<file path="src/rtl/tia_object_bank.sv">
// Bank of TIA-style movable objects: per-object position counters, HMOVE fine motion,
// scaled/reflected graphics serialisation, and optional sticky pair collisions (TIA_OBJECT_BANK_COLLISION_EN).
module tia_object_bank #(
    parameter int unsigned NUM_OBJ  = 5,
    parameter int unsigned GFX_W    = 8,
    parameter int unsigned LINE_LEN = 160,
    localparam int unsigned OW    = $clog2(NUM_OBJ),
    localparam int unsigned CW    = $clog2(LINE_LEN),
    localparam int unsigned NPAIR = NUM_OBJ * (NUM_OBJ - 1) / 2
) (
    input  logic             clk,
    input  logic             reset_bar,
    input  logic             pix_en,
    input  logic             hblank,
    input  logic             hmove,
    input  logic             hmclr,
    input  logic             wr_en,
    input  logic [OW-1:0]    wr_obj,
    input  logic [1:0]       wr_sel,
    input  logic [GFX_W-1:0] wr_data,
    input  logic             cxclr,
    output logic [NUM_OBJ-1:0] obj_out,
    output logic [NPAIR-1:0] cx_out,
    output logic             moving
);

    localparam int unsigned IW = $clog2(GFX_W * 4);
    localparam int unsigned KW = $clog2(GFX_W);
    localparam logic [CW-1:0] POS_LAST = CW'(LINE_LEN - 1);
    localparam logic [1:0] SEL_POS = 2'd0;
    localparam logic [1:0] SEL_MOT = 2'd1;
    localparam logic [1:0] SEL_GFX = 2'd2;
    localparam logic [1:0] SEL_CTL = 2'd3;

    logic [CW-1:0]    pos_q [NUM_OBJ];
    logic [CW-1:0]    pos_n [NUM_OBJ];
    logic [3:0]       mot_q [NUM_OBJ];
    logic [3:0]       mot_n [NUM_OBJ];
    logic [GFX_W-1:0] gfx_q [NUM_OBJ];
    logic [GFX_W-1:0] gfx_n [NUM_OBJ];
    logic [2:0]       ctl_q [NUM_OBJ];
    logic [2:0]       ctl_n [NUM_OBJ];
    logic [IW-1:0]    idx_q [NUM_OBJ];
    logic [IW-1:0]    idx_n [NUM_OBJ];
    logic [4:0]       rem_q [NUM_OBJ];
    logic [4:0]       rem_n [NUM_OBJ];
    logic [NUM_OBJ-1:0] act_q;
    logic [NUM_OBJ-1:0] act_n;
    logic [NUM_OBJ-1:0] obj_q;
    logic [NUM_OBJ-1:0] obj_n;
    logic [NUM_OBJ-1:0] pix_c;
    logic             moving_q;
    logic             moving_n;

    logic             hit;
    logic             pos_wr;
    logic             extra;
    logic [1:0]       sh;
    logic [KW-1:0]    k;

    // Per-object next state: pixel, draw sequencing, position, motion pulses, register writes
    always_comb begin
        hit      = 1'b0;
        pos_wr   = 1'b0;
        extra    = 1'b0;
        sh       = 2'd0;
        k        = '0;
        moving_n = 1'b0;
        pix_c    = '0;
        obj_n    = obj_q;
        act_n    = act_q;
        for (int o = 0; o < NUM_OBJ; o++) begin
            pos_n[o] = pos_q[o];
            mot_n[o] = mot_q[o];
            gfx_n[o] = gfx_q[o];
            ctl_n[o] = ctl_q[o];
            idx_n[o] = idx_q[o];
            rem_n[o] = rem_q[o];

            hit    = wr_en && (wr_obj == OW'(o));
            pos_wr = hit && (wr_sel == SEL_POS);
            extra  = hblank && !pix_en && (rem_q[o] != 5'd0);
            sh     = (ctl_q[o][1:0] == 2'd0) ? 2'd0 :
                     (ctl_q[o][1:0] == 2'd1) ? 2'd1 : 2'd2;
            k      = KW'(idx_q[o] >> sh);

            pix_c[o] = act_q[o] & (ctl_q[o][2] ? gfx_q[o][k]
                                               : gfx_q[o][KW'(GFX_W - 1) - k]);
            if (pix_en) begin
                obj_n[o] = pix_c[o];
            end

            if (pix_en && act_q[o]) begin
                if (idx_q[o] == IW'((GFX_W << sh) - 1)) begin
                    act_n[o] = 1'b0;
                end else begin
                    idx_n[o] = idx_q[o] + IW'(1);
                end
            end

            // A position write beats both the pixel clock and any pending motion pulse
            if (pos_wr) begin
                pos_n[o] = '0;
                act_n[o] = 1'b0;
                idx_n[o] = '0;
            end else if (pix_en || extra) begin
                if (pos_q[o] == POS_LAST) begin
                    pos_n[o] = '0;
                    act_n[o] = 1'b1;
                    idx_n[o] = '0;
                end else begin
                    pos_n[o] = pos_q[o] + CW'(1);
                end
            end

            // 8 + signed motion, computed mod 32 so -8..7 maps onto 0..15
            if (hmove) begin
                rem_n[o] = 5'd8 + {mot_q[o][3], mot_q[o]};
            end else if (extra && !pos_wr) begin
                rem_n[o] = rem_q[o] - 5'd1;
            end

            if (hit && (wr_sel == SEL_MOT)) begin
                mot_n[o] = wr_data[3:0];
            end else if (hmclr) begin
                mot_n[o] = '0;
            end
            if (hit && (wr_sel == SEL_GFX)) begin
                gfx_n[o] = wr_data;
            end
            if (hit && (wr_sel == SEL_CTL)) begin
                ctl_n[o] = wr_data[2:0];
            end

            moving_n = moving_n | (rem_n[o] != 5'd0);
        end
    end

    // State registers
    always_ff @(posedge clk or negedge reset_bar) begin
        if (!reset_bar) begin
            for (int o = 0; o < NUM_OBJ; o++) begin
                pos_q[o] <= '0;
                mot_q[o] <= '0;
                gfx_q[o] <= '0;
                ctl_q[o] <= '0;
                idx_q[o] <= '0;
                rem_q[o] <= '0;
            end
            act_q    <= '0;
            obj_q    <= '0;
            moving_q <= 1'b0;
        end else begin
            pos_q    <= pos_n;
            mot_q    <= mot_n;
            gfx_q    <= gfx_n;
            ctl_q    <= ctl_n;
            idx_q    <= idx_n;
            rem_q    <= rem_n;
            act_q    <= act_n;
            obj_q    <= obj_n;
            moving_q <= moving_n;
        end
    end

    assign obj_out = obj_q;
    assign moving  = moving_q;

`ifdef TIA_OBJECT_BANK_COLLISION_EN
    logic [NPAIR-1:0] cx_q;
    logic [NPAIR-1:0] cx_n;

    // Sticky pair latches; a fresh hit outranks a same-cycle clear
    always_comb begin
        cx_n = cxclr ? '0 : cx_q;
        if (pix_en) begin
            for (int i = 0; i < NUM_OBJ; i++) begin
                for (int j = i + 1; j < NUM_OBJ; j++) begin
                    cx_n[i * (2 * NUM_OBJ - i - 1) / 2 + (j - i - 1)] =
                        cx_n[i * (2 * NUM_OBJ - i - 1) / 2 + (j - i - 1)] | (pix_c[i] & pix_c[j]);
                end
            end
        end
    end

    always_ff @(posedge clk or negedge reset_bar) begin
        if (!reset_bar) begin
            cx_q <= '0;
        end else begin
            cx_q <= cx_n;
        end
    end

    assign cx_out = cx_q;
`else
    logic unused_cxclr;
    assign unused_cxclr = cxclr;
    assign cx_out       = '0;
`endif

endmodule

</file>
<file path="config.mk">
export PLATFORM = sky130hd
export DESIGN_NAME = tia_object_bank
export DESIGN_NICKNAME = d
export VERILOG_FILES = /design/src/rtl/tia_object_bank.sv
export SDC_FILE = /design/constraint.sdc
export NUM_CORES = 1
export LEC_CHECK = 0
export BUFFER_PORTS_ARGS = -buffer_cell sky130_fd_sc_hd__buf_4
export CAP_MARGIN = 10
export CORE_MARGIN = 10
export CORE_UTILIZATION = 47
export CTS_CLUSTER_DIAMETER = 100
export DETAILED_ROUTE_END_ITERATION = 12
export PLACE_DENSITY_LB_ADDON = 0.3
export SYNTH_ARGS = -nofsm -noshare
export SYNTH_HDL_FRONTEND = slang
export SYNTH_SLANG_ARGS = --single-unit
</file>
<file path="constraint.sdc">
create_clock -name clk -period 3.6 [get_ports clk]
set_input_delay 0.36 -clock clk [delete_from_list [all_inputs] [get_ports clk]]
set_output_delay 0.36 -clock clk [all_outputs]
set_load 0.02 [all_outputs]
</file>
# --- Word-level counts from Yosys, hierarchy flattened ---
# Index checks and enable logic that the tools add are counted.
op_classes:
  multipliers: 0
  eq_ne: 22
  addsub: 30
  order_cmp: 10
  shift: 10
  reduce_logical: 79
  muxes: 116
  div_mod_pow: 0
  n_bitwise: 9
op_table:
  columns: ["op", "n"]
  rows:
  - ["$mux W5", 35]
  - ["$mux W8", 15]
  - ["$reduce_bool A5 Y1", 10]
  - ["$sub A5 B1 Y5 const B", 10]
  - ["$logic_and A1 B1 Y1", 41]
  - ["$add A8 B1 Y8 const B", 5]
  - ["$eq A8 B8 Y1 const B", 5]
  - ["$lt A3 B4 Y1 const B", 10]
  - ["$mux W1", 40]
  - ["$bmux W1 S3", 10]
  - ["$add A4 B5 Y5 const A", 5]
  - ["$add A5 B1 Y5 const B", 5]
  - ["$eq A5 B5 Y1", 5]
  - ["$shl A4 B2 Y5 const A", 5]
  - ["$shr A5 B2 Y3", 5]
  - ["$mux W4", 6]
  - ["$mux W2", 10]
  - ["$reduce_bool A2 Y1", 10]
  - ["$sub A3 B3 Y3 const A", 5]
  - ["$eq A2 B1 Y1 const B", 6]
  - ["$logic_not A2 Y1", 6]
  - ["$eq A3 B2 Y1 const B", 2]
  - ["$logic_not A1 Y1", 6]
  - ["$and A1 B1 Y1", 5]
  - ["6 further kinds", 14]
word_totals:
  register_bits: 176
  in_bits: 21
  mem_bits_ro: 0
  out_inout_bits: 16
  latch_bits: 0
  wordCells: 309
  mem_bits_rw: 0
  memories: 0

# --- Depth between registers and ports, before layout ---
logic_depth:
  depth_word: 12
  depth_mapped: 9
  mapped_depth_nobuf: 9

# --- Least setup slack after synthesis ---
# Ideal clock, no wire load.
synth_timing:
  kind: "flip-flop to flip-flop"
  startpoint: "register rem_q[0] (netlist bit)"
  endpoint: "register moving_q, in the netlist moving"
  arrival_time_ps: 2840
  stages_incl_launch_ff: 10
  setup_slack_ps: 621
  setup_ps: 139
  required_time_ps: 3461
  synth_period_minus_slack_ps: 2979
  n_path_buf: 0
  path_cell_list: "dfrtp_1 inv_1 ha_1 nor4b_1 a211oi_4 nor2_1 o21ai_1 or4_1 or4_1 or4_1"
synth_rtl:
  columns: ["item", "line_no", "text"]
  rows:
  - ["start: declaration", "45", "logic [4:0] rem_q [NUM_OBJ];"]
  - ["start signal: assignment", "159", "rem_q <= rem_n;"]
  - ["end signal: assignment", "162", "moving_q <= moving_n;"]
  - ["end: declaration", "52", "logic moving_q;"]

==> summary.txt <==
Register area share after synthesis: 0.459
Most used DFF post-synth: dfrtp_1
Post-cts sizing count: 0
Slew HR: 0.367
RSZ-0062 raised after global routing: false
Critical path class: reg2reg
Cells after Synth: 968
Gr usage total: 0.162
CTS tree: built
DRC viols: 0
Port Buffer Count: 25
RR Startpoint: rem_q[5]
Internal power: 4.43 mW
Final wirelength: 21000 um
Unique cell type count in the Yosys netlist: 54
Worst slew pin tran: 0.945 ns
Slew Limit Fails: 0
Violated checks: hold timing
H-tree Lvls: 4
Reg2reg setup slack: 0.45 ns
Fin. Hold Viols: 1
Worst EP arrival: 3.46 ns
Setup violators final: 0
Pwr/cell area: 610 nW/um2
Crit path launch type: flip-flop
Max-cap violations: 0
TNS Setup: 0 ns
Switching Power: 2.07 mW
Total power: 6.50 mW
Final Cell Area: 10700 um2
Sw Ratio: 0.319
First-iteration detailed-routing DRC count: 458
Synthesis Warnings: 0
Skew final: 0.00739 ns
Placer congestion estimate: 0.822
#FFs+latches synth: 176
Sequential Power Share: 0.448
Clock power frac: 0.308
Syn_area_per_cell: 9.91 um2
Via density: 5.52
Area of the multi-input gates: 4930 um2
Number of global-route vias before repair: 6910
First-pass GRT wire length: 34900 um
Grt ovf: 0
EDFF count, synth: 0
Largest net degree at the start of global routing: 91
Class of the worst hold path: in2async
Share of cells above drive strength 1: 0.146
Min cycle time layout: 3.15 ns
Nets: 1020
Mapped cell area: 9600 um2
CP endpoint kind: flip-flop
Clock tree buffer depth: 2
Routed length per instance: 16.6 um
N_diodes: 0
Critical path fanouts, max: 5
WP data required: 3.90 ns
Leakage: 4.73 nW
Area Growth Syn to Fin: 11.1%
Clk sink count: 176
Post-DP Area: 10000 um2
CTS Root Buffer Type: clkbuf_16
Status: finished, violations left
Die height: 163 um
Fin crit share: 0.876
Worst R2R End: moving
DRT antenna net count: 0
Max Freq: 0.317 GHz
Logic gate share of total power: 0.244
Ys async rst share: 1.00
Drt pass-1 iters: 4
Die area: 26500 um2
Register area: 4400 um2
Hold buffer count at cts: 0
Post CTS Setup Buffer Count: 0
# rows: 52
# fillers: 1821
Final hold slack: -0.00233 ns
CTS buffer count: 17
Die width: 163 um
Max rail drop VDD: 0.365 mV
CP Capture Point: moving
Dpl hpwl: 14400 um
# IOs: 37
Skew-Pair Late Insertion Delay: 0.43 ns
Worst setup startpoint: rem_q[5]
Core area: 20200 um2
Initial antenna violation count: 0
Worst-path clk slew: 0.07 ns
Reg2reg path depth: 9
Initial Util: 0.476
Vias: 6978
## worst max-delay path, stage by stage, from the launching register on
cell and delay [ns]:
dfrtp_1 0.41, inv_1 0.09, ha_1 0.16, or4b_4 0.47
o211a_1 0.20, nand2_1 0.07, o311ai_0 0.17, or4_1 0.54
or4_1 0.39, or4_1 0.52
## cell type report
type	instances	area share
tap	270	0.0317
multi-input combinational	732	0.462
inverter	18	0.00634
clock inverter	13	0.0174
timing repair buffer	37	0.0264
clock buffer	19	0.0425
sequential	176	0.413
## routing by layer
metal,vias up,part of all wire,track usage
li1,3428,-,-
met1,3430,0.48,0.220
met2,103,0.46,0.253
met3,17,0.041,0.0359
met4,0,0.011,0.0500
met5,-,0,0
## synth_stat cells (6+ instances only)
cell	number	share of area
dfrtp_1	176	0.46
nor2_1	106	0.041
nand2_1	103	0.040
mux2i_1	75	0.078
mux2_2	67	0.079
a21oi_1	39	0.020
nand3_1	38	0.020
clkbuf_1	36	0.014
o21ai_0	35	0.018
xor2_1	33	0.030
xnor2_1	22	0.020
nand4_1	20	0.013
ha_1	17	0.022
inv_1	17	0.0066
nor2b_1	16	0.010
nand3b_1	15	0.012
and3_1	13	0.0085
nor3_1	13	0.0068
and2_1	11	0.0072
buf_4	11	0.0086
or3_1	10	0.0065
or4_1	10	0.0078
o21ai_1	7	0.0037
nand2b_1	6	0.0039
nor3b_1	6	0.0047
nor4b_1	6	0.0055
## worst min path at each step
| stage | end | slack [ns] | depth (start not counted) |
|---|---|---|---|
| after floorplan | act_q[0] | 0.06 | 0 |
| after global placement | rem_q[23] | 0.46 | 1 |
| after detailed placement | rem_q[8] | 0.47 | 1 |
| after CTS | gfx_q[17] | 0.02 | 1 |
| after global routing | gfx_q[39] | 0.07 | 1 |
| final | gfx_q[39] | -0.002 | 1 |
## kinds of logic (layout without fill, tap and decap cells)
group | Yosys count | after routing | synth area share
compound gates | 119 | 119 | 0.0761
xor+xnor | 55 | 55 | 0.0502
fa+ha+maj | 17 | 17 | 0.0222
buf+inv | 69 | 87 | 0.0317
flops | 176 | 176 | 0.459
mux | 142 | 142 | 0.157
other cells | 1 | 10 | 0.000391
simple gates | 389 | 389 | 0.204
## flip-flops by register name, summed over array words and instances, names as in the netlist
name / cells
pos_q: 40
mot_q: 20
idx_q: 25
ctl_q: 15
rem_q: 25
act_q: 5
gfx_q: 40
moving: 1
obj_out: 5
## stage by stage
step                hold slack (ns)  utilization  setup slack, ns  std cells
CTS                          0.0232        0.528            0.432       1265
global placement              0.456        0.497            0.326       1233
global route                 0.0657        0.528            0.259       1265
detailed placement            0.472        0.497            0.243       1233
floorplan                    0.0644            -            0.621        977
finish                     -0.00233        0.528            0.446       1265
## power groups by stage
stage	clock, mW	sequential, mW	combinational [mW]
6_report	2.00	2.91	1.59
5_1_grt	2.12	2.99	1.82
4_1_cts	2.04	2.91	1.61
3_5_place_dp	0	2.94	1.60
3_3_place_gp	0	2.92	1.55
2_1_floorplan	0	2.78	1.35
## layout by cell type, fill, tap and decap left out, types with 20 or more instances in the layout
cell type  instances
nand4_1           20
nor2_1           106
mux2i_1           75
nand2_1          103
o21ai_0           35
xor2_1            33
mux2_2            67
xnor2_1           22
a21oi_1           39
nand3_1           38
buf_4             36
dfrtp_1          176
Power figures use the tool's default switching activity.
